==> src/rtl/fsm_counter_pkg.sv <==
`default_nettype none
// ============================================================================
//  Module      : fsm_counter_pkg
//  Description : Shared mode codes, state encoding and state width for the
//                parametrised Moore up/down/bounce counter.
//  Revision    : 1.0 - initial release
// ============================================================================
package fsm_counter_pkg;

    // Width of the binary state encoding
    localparam int STATE_W = 3;

    // Mode codes carried on the X input
    localparam logic [1:0] MODE_HOLD = 2'd0;
    localparam logic [1:0] MODE_UP   = 2'd1;
    localparam logic [1:0] MODE_DOWN = 2'd2;
    localparam logic [1:0] MODE_BNC  = 2'd3;

    // Counter states; the two bounce directions are separate states so that
    // the direction flag is a pure decode of the state register
    typedef enum logic [STATE_W-1:0] {
        S_HOLD = 3'd0,
        S_UP   = 3'd1,
        S_DOWN = 3'd2,
        S_BUP  = 3'd3,
        S_BDN  = 3'd4
    } state_t;

endpackage : fsm_counter_pkg
`default_nettype wire

==> src/rtl/fsm_counter_next.sv <==
`default_nettype none
// ============================================================================
//  Module      : fsm_counter_next
//  Description : Purely combinational next-state / next-count logic for the
//                Moore up/down/bounce counter. Holds everything when en_i=0.
//  Revision    : 1.0 - initial release
// ============================================================================
module fsm_counter_next
    import fsm_counter_pkg::*;
#(
    parameter int WIDTH = 4,
    parameter int MAX   = 9
) (
    input  state_t             state_i,
    input  logic [WIDTH-1:0]   cnt_i,
    input  logic               en_i,
    input  logic [1:0]         x_i,
    output state_t             state_o,
    output logic [WIDTH-1:0]   cnt_o
);

    localparam logic [WIDTH-1:0] MAX_V = WIDTH'(MAX);
    localparam logic [WIDTH-1:0] ONE_V = WIDTH'(1);

    logic w_at_max;
    logic w_at_zero;

    assign w_at_max  = (cnt_i == MAX_V);
    assign w_at_zero = (cnt_i == '0);

    // Next state and count from current state, count, mode and enable
    always_comb begin
        state_o = state_i;
        cnt_o   = cnt_i;
        if (en_i) begin
            case (x_i)
                MODE_HOLD: begin
                    state_o = S_HOLD;
                end
                MODE_UP: begin
                    state_o = S_UP;
                    cnt_o   = w_at_max ? '0 : cnt_i + ONE_V;
                end
                MODE_DOWN: begin
                    state_o = S_DOWN;
                    cnt_o   = w_at_zero ? MAX_V : cnt_i - ONE_V;
                end
                default: begin
                    // Bounce: only S_BDN keeps counting down; every other
                    // state (including entry from non-bounce modes) goes up
                    // and turns around at MAX without wrapping.
                    if (state_i == S_BDN) begin
                        if (w_at_zero) begin
                            state_o = S_BUP;
                            cnt_o   = ONE_V;
                        end else begin
                            state_o = S_BDN;
                            cnt_o   = cnt_i - ONE_V;
                        end
                    end else begin
                        if (w_at_max) begin
                            state_o = S_BDN;
                            cnt_o   = MAX_V - ONE_V;
                        end else begin
                            state_o = S_BUP;
                            cnt_o   = cnt_i + ONE_V;
                        end
                    end
                end
            endcase
        end
    end

endmodule : fsm_counter_next
`default_nettype wire

==> src/rtl/fsm_moore_counter_param.sv <==
`default_nettype none
// ============================================================================
//  Module      : fsm_moore_counter_param
//  Description : Parametrised Moore up/down/bounce counter with terminal-count
//                and direction flags. State/count registers and the Moore
//                output decode live here; next-state logic is in
//                fsm_counter_next.
//                Optional macro FSM_COUNTER_LOAD_EN adds a synchronous
//                parallel load (Load, D) that saturates at MAX.
//  Revision    : 1.0 - initial release
// ============================================================================
module fsm_moore_counter_param
    import fsm_counter_pkg::*;
#(
    parameter int WIDTH = 4,
    parameter int MAX   = 9
) (
    input  logic               Clk,
    input  logic               Rst,
    input  logic               En,
    input  logic [1:0]         X,
`ifdef FSM_COUNTER_LOAD_EN
    input  logic               Load,
    input  logic [WIDTH-1:0]   D,
`endif
    output logic [WIDTH-1:0]   Cuenta,
    output logic               Tc,
    output logic               Dir
);

    localparam logic [WIDTH-1:0] MAX_V = WIDTH'(MAX);

    state_t             state_q;
    state_t             state_d;
    logic [WIDTH-1:0]   cnt_q;
    logic [WIDTH-1:0]   cnt_d;

    fsm_counter_next #(
        .WIDTH (WIDTH),
        .MAX   (MAX)
    ) u_next (
        .state_i (state_q),
        .cnt_i   (cnt_q),
        .en_i    (En),
        .x_i     (X),
        .state_o (state_d),
        .cnt_o   (cnt_d)
    );

    // State and count registers: reset first, then load, then normal stepping
    always_ff @(posedge Clk) begin
        if (Rst) begin
            state_q <= S_HOLD;
            cnt_q   <= '0;
        end
`ifdef FSM_COUNTER_LOAD_EN
        else if (Load) begin
            cnt_q   <= (D > MAX_V) ? MAX_V : D;
        end
`endif
        else begin
            state_q <= state_d;
            cnt_q   <= cnt_d;
        end
    end

    // Moore outputs decoded from registers only
    always_comb begin
        Tc  = 1'b0;
        Dir = 1'b0;
        case (state_q)
            S_UP, S_BUP:   Tc = (cnt_q == MAX_V);
            S_DOWN, S_BDN: begin
                Tc  = (cnt_q == '0);
                Dir = 1'b1;
            end
            default: ;
        endcase
    end

    assign Cuenta = cnt_q;

endmodule : fsm_moore_counter_param
`default_nettype wire

==> config.mk <==
export PLATFORM = sky130hd
export DESIGN_NAME = fsm_moore_counter_param
export DESIGN_NICKNAME = d
export VERILOG_FILES = /design/src/rtl/fsm_counter_pkg.sv /design/src/rtl/fsm_counter_next.sv /design/src/rtl/fsm_moore_counter_param.sv
export SDC_FILE = /design/constraint.sdc
export NUM_CORES = 1
export LEC_CHECK = 0
export BUFFER_PORTS_ARGS = -buffer_cell sky130_fd_sc_hd__buf_2
export CAP_MARGIN = 10
export CORE_AREA = 2 2 39 41
export DETAILED_ROUTE_END_ITERATION = 8
export DIE_AREA = 0 0 41 43
export MAX_ROUTING_LAYER = met4
export PLACE_DENSITY = 0.7
export SYNTH_ARGS = -nofsm -noshare
export SYNTH_HDL_FRONTEND = slang
export SYNTH_SLANG_ARGS = --single-unit
==> constraint.sdc <==
create_clock -name Clk -period 3.45 [get_ports Clk]
set_input_delay 0.1725 -clock Clk [delete_from_list [all_inputs] [get_ports Clk]]
set_output_delay 0.1725 -clock Clk [all_outputs]
set_load 0.01 [all_outputs]
---- Word-level counts from Yosys, hierarchy flattened ----
Cells that the tools add are included.
storage, ports and cells
  output and inout bits ................... 6
  bits of input ports ..................... 5
  bits in registers ....................... 7
  logic and storage cells ................. 29
operators by class
  $add $sub $neg .......................... 2
  bitwise operators ....................... 1
  reductions and logical operators ........ 5
  muxes and demuxes ....................... 12
  equality and inequality tests ........... 7
operators by type and width
  kind                 number
  $mux 4               5
  $pmux 4 s3           1
  $mux 3               3
  $pmux 3 s3           1
  $eq 3x2->1 const B   2
  $add 4x1->4 const B  1
  $eq 4x4->1 const B   1
  $logic_not 4->1      1
  $reduce_or 2->1      2
  $sub 4x1->4 const B  1
  $eq 3x1->1 const B   1
  $eq 3x3->1 const B   1
  $eq 2x1->1 const B   1
  $eq 2x2->1 const B   1
  $logic_not 2->1      1
  $pmux 1 s2           1
  $reduce_and 2->1     1
  $mux 1               1
  $not 1->1            1

---- Depth between registers and ports, before layout ----
  depth after elaboration ................. 4
  gate-level depth with buffers ........... 6
  depth with buffers taken out ............ 6

---- Modules after synthesis ----
From an unflattened synthesis, not the netlist that was laid out.
unflattened totals
  cells, all modules ...................... 73
  area total of the unflattened synthesis .. 593.1 um^2
modules (own cells, without submodules)
  module                   seq. area each (um^2)  cells each  instances  area each (um^2)
  fsm_counter_next         0.0                    52          1          347.8
  fsm_moore_counter_param  140.1                  21          1          245.2

---- Least setup slack after synthesis ----
Ideal clock, no wire load.
  path kind ............................... input -> register
  start ................................... input port X[0]
  end ..................................... register cnt_q[1] (netlist: Cuenta[1])
  setup time .............................. 129 ps
  arrival ................................. 1504 ps
  setup slack ............................. 1816 ps
  cell stages on the path ................. 6
  data required time ...................... 3321 ps
  buffers on the path ..................... 0
  path through ............................ inv_1 > ha_1 > or4b_4 > and2_4 > o311ai_2 > o31ai_1
on the way
  cells in the longest elaborated chain, start to end .. 3
  elaborated cells on any way between the ends .. 6
  classes of those cells .................. 2 x eq/ne; 1 x mux; 1 x bitwise; 2 x reduce/logical
RTL lines
  what                                                                line                           RTL
  start, declared                                                     fsm_moore_counter_param.sv:21  input logic [1:0] X,
  parallel branches: the longest is 3 deep, another holds $pmux 4 s3  -
  end signal, assigned                                                fsm_moore_counter_param.sv:63  cnt_q <= cnt_d;
  end, declared                                                       fsm_moore_counter_param.sv:35  logic [WIDTH-1:0] cnt_q;
Parallel ways; which one is timed is not known.
A chain may end at the register's enable or synchronous reset.

---- Worst setup path in the final report ----
  start ................................... register cnt_q[2] (netlist: Cuenta[2])
  end ..................................... register cnt_q[3] (netlist: Cuenta[3])
on the way
  cells in the longest elaborated chain, start to end .. 4
  elaborated cells on any way between the ends .. 10
  classes of those cells .................. 2 x add/sub; 1 x eq/ne; 6 x mux; 1 x reduce/logical
RTL lines
  what                                 line                                            RTL
  $add 4x1->4 (tied with other cells)  fsm_counter_next.sv:42, fsm_counter_next.sv:66
  $mux 4 (on tied branches)            fsm_counter_next.sv:61, fsm_counter_next.sv:53
  $mux 4                               fsm_counter_next.sv:52                          if (state_i == S_BDN) begin
  $pmux 4 s3 *                         fsm_counter_next.sv:36                          case (x_i)
Mark *: on every way between the ends. The rest lies on a longest branch, timed or not.

==> impl_metrics.py <==
metrics = {
    "routing": {
        "ant_nets": 0,
        "drtIter0Drc": 23,
        "drt_first_pass_iters": 4,
        "drc_errors": 0,
        "wl_microns": 1440,
        "via_per_inst": 6.02,
        "routed-via-count": 656,
        "detail_route.wl_per_cell_microns": 13.2,
    },
    "sta": {
        "rsz0062_at_grt": "false",
        "drv_slew": 0,
        "worst_slew_pin_slew_ns": 0.546,
        "relSlewSlack": 0.635,
        "finClkSkew_ns": 0.00457,
        "setup_viol": 0,
        "hold_viol": 0,
        "finalWorstSetupSlack_ns": 1.81,
        "final.period_utilization": 0.477,
        "setup_tns_ns": 0,
        "finalCriticalPeriod_ns": 1.64,
        "fmax_mhz": 608,
        "hold_slack_ns": 0.149,
    },
    "setup_path": {
        "r2r-start": "Cuenta[2]",
        "critPathLaunchType": "flip-flop",
        "critical_path_class": "flip-flop to flip-flop",
        "reg2reg_slack_ns": 1.81,
        "crit_path_max_fanout": 14,
        "cp_data_arrival_time_ns": 1.82,
        "end_kind": "flip-flop",
        "setup.worst_path.start": "Cuenta[2]",
        "required_ns": 3.63,
    },
    "power": {
        "ir_drop_mv": 0.162,
        "p_per_area_nw_per_um2": 310,
        "cellLeakagePower_nw": 0.272,
    },
    "yosys": {
        "yosys_warnings": 0,
        "async_flop_share": 0,
        "synthTopCellsByArea": "dfxtp_1 (22%), ha_1 (7.7%), nand2_1 (5.8%)",
        "synth-main-ff-cell": "dfxtp_1",
        "avgSynthCellArea_sq_um": 7.84,
        "ys_ff_latch": 7,
        "synthesis.nets": 92,
        "yosysTopAreaCellShare": 0.215,
        "seq_area_frac_synth": 0.215,
        "syn_inst": 83,
        "synth_top_cell_by_area": "dfxtp_1",
        "synth_cell_type_count": 36,
        "netlist_area_sq_um": 651,
        "synth-edff-count": 0,
    },
    "cts": {
        "ctsResizeCount": 0,
        "clk_pin_slew_ns": 0.06,
        "cts_made_buffers": 3,
        "cts_buffer_depth": 2,
        "clk_latency_ns": 0.26,
        "holdBufCountCts": 0,
        "cts_tree": "yes",
        "cts_root_buffer": "clkbuf_4",
        "clock_sinks": 7,
        "htreeDepth": 1,
        "cts_setup_buffers": 0,
    },
    "grt": {
        "gr-total-overflow": 0,
        "grtUsageTotal": 0.214,
        "grt_pass1_vias": 578,
        "grt_max_degree": 18,
        "grt_first_pass_wirelength_microns": 2460,
        "antenna_found_initial": 0,
    },
    "placed_design": {
        "dpl.hpwl_microns": 1040,
        "gp_congestion": 0.818,
        "io_buffers": 10,
        "pre_cts_ws_ns": 1.60,
    },
    "run_status": {
        "status": "finished, final reports clean",
    },
    "worst_hold_path": {
        "hp-start": "Rst",
        "hp-class": "input port to flip-flop",
    },
    "floorplan": {
        "die_x_microns": 41,
        "start_util": 0.470,
        "core_area_sq_um": 1380,
        "die_y_microns": 43,
        "rows": 14,
        "io_pins": 11,
        "die-area_sq_um": 1760,
    },
    "layout": {
        "num_antenna_cells": 0,
        "layout-drive-gt1-share": 0.204,
        "area_growth_syn_to_layout_pct": 10.4,
        "fillers": 150,
        "nNetsFinal": 103,
    },
    "flow_run": {
        "drv_cap": 0,
    },
}
## kinds of logic (layout without fill, tap and decap cells)
group,after synthesis,count (layout),synth area share
and+or+nand+nor,37,37,0.325
AOI/OAI and AO/OA,26,26,0.302
buffers and inverters,8,18,0.0673
DFF,7,7,0.215
adders and majority gates,4,4,0.0769
xor gates and xnor gates,1,1,0.0135
## final timing paths
check | endpoint | depth (start not counted)
worst max register to register | Cuenta[3] | 4
worst min register to register | state_q[1] | 2
worst min-delay path | Cuenta[0] | 2
worst max-delay path | Cuenta[3] | 4
## cell usage after synthesis (all sizes together) (4+ instances only)
cell type  instances
nand2             10
dfxtp              7
nor2               7
a21oi              4
ha                 4
inv                4
nand2b             4
o21ai              4
## cell usage in the layout, fill, tap and decap left out, types with 3 or more instances in the layout
cell type,n
nor2_1,7
ha_1,4
nand2b_1,4
o31ai_1,3
clkbuf_4,3
inv_1,4
o21ai_0,4
buf_2,10
nand2_1,10
a21oi_1,4
a31oi_1,3
dfxtp_1,7
nor3b_1,3
## through the flow
| stage | utilization | power, mW | instance area [sq um] | std cells |
|---|---|---|---|---|
| after detailed placement | 0.500 | 0.146 | 692 | 105 |
| after floorplan | - | 0.133 | 651 | 83 |
| final | 0.519 | 0.222 | 718 | 109 |
| after global placement | 0.500 | 0.146 | 692 | 105 |
| after CTS | 0.519 | 0.226 | 718 | 109 |
| after global routing | 0.519 | 0.236 | 718 | 109 |
## routing by layer
| layer | track usage | share of wire | vias up |
|---|---|---|---|
| met3 | 0.0785 | 0.039 | 4 |
| met2 | 0.313 | 0.48 | 18 |
| met5 | - | 0 | - |
| met1 | 0.248 | 0.46 | 302 |
| met4 | 0.107 | 0.018 | 0 |
| li1 | - | - | 332 |
## cell type report
type / count / area [sq um] / area share
clock buffer: 4 / 26.3 / 0.0366
tap: 16 / 20.0 / 0.0279
inverter: 4 / 15.0 / 0.0209
timing repair buffer: 10 / 50.0 / 0.0697
multi-input combinational: 68 / 467 / 0.650
sequential: 7 / 140 / 0.195
## flip-flops by register name, indices dropped and copies added, names as in the netlist
register  flops
Cuenta        4
state_q       3
## critical path, stage by stage (launching register included)
cell and delay [ns]:
dfxtp_1 0.59, nand2_1 0.20, o311a_1 0.33, o221a_2 0.27, o31ai_1 0.17
## power breakdown
| part | internal [mW] | switching, mW | total (mW) |
|---|---|---|---|
| logic | 0.0230 | 0.0265 | 0.0496 |
| clock network | 0.0443 | 0.0328 | 0.0771 |
| registers | 0.0848 | 0.0109 | 0.0956 |
| total | 0.152 | 0.0702 | 0.222 |
No activity file was read; power rests on OpenSTA's default activity.
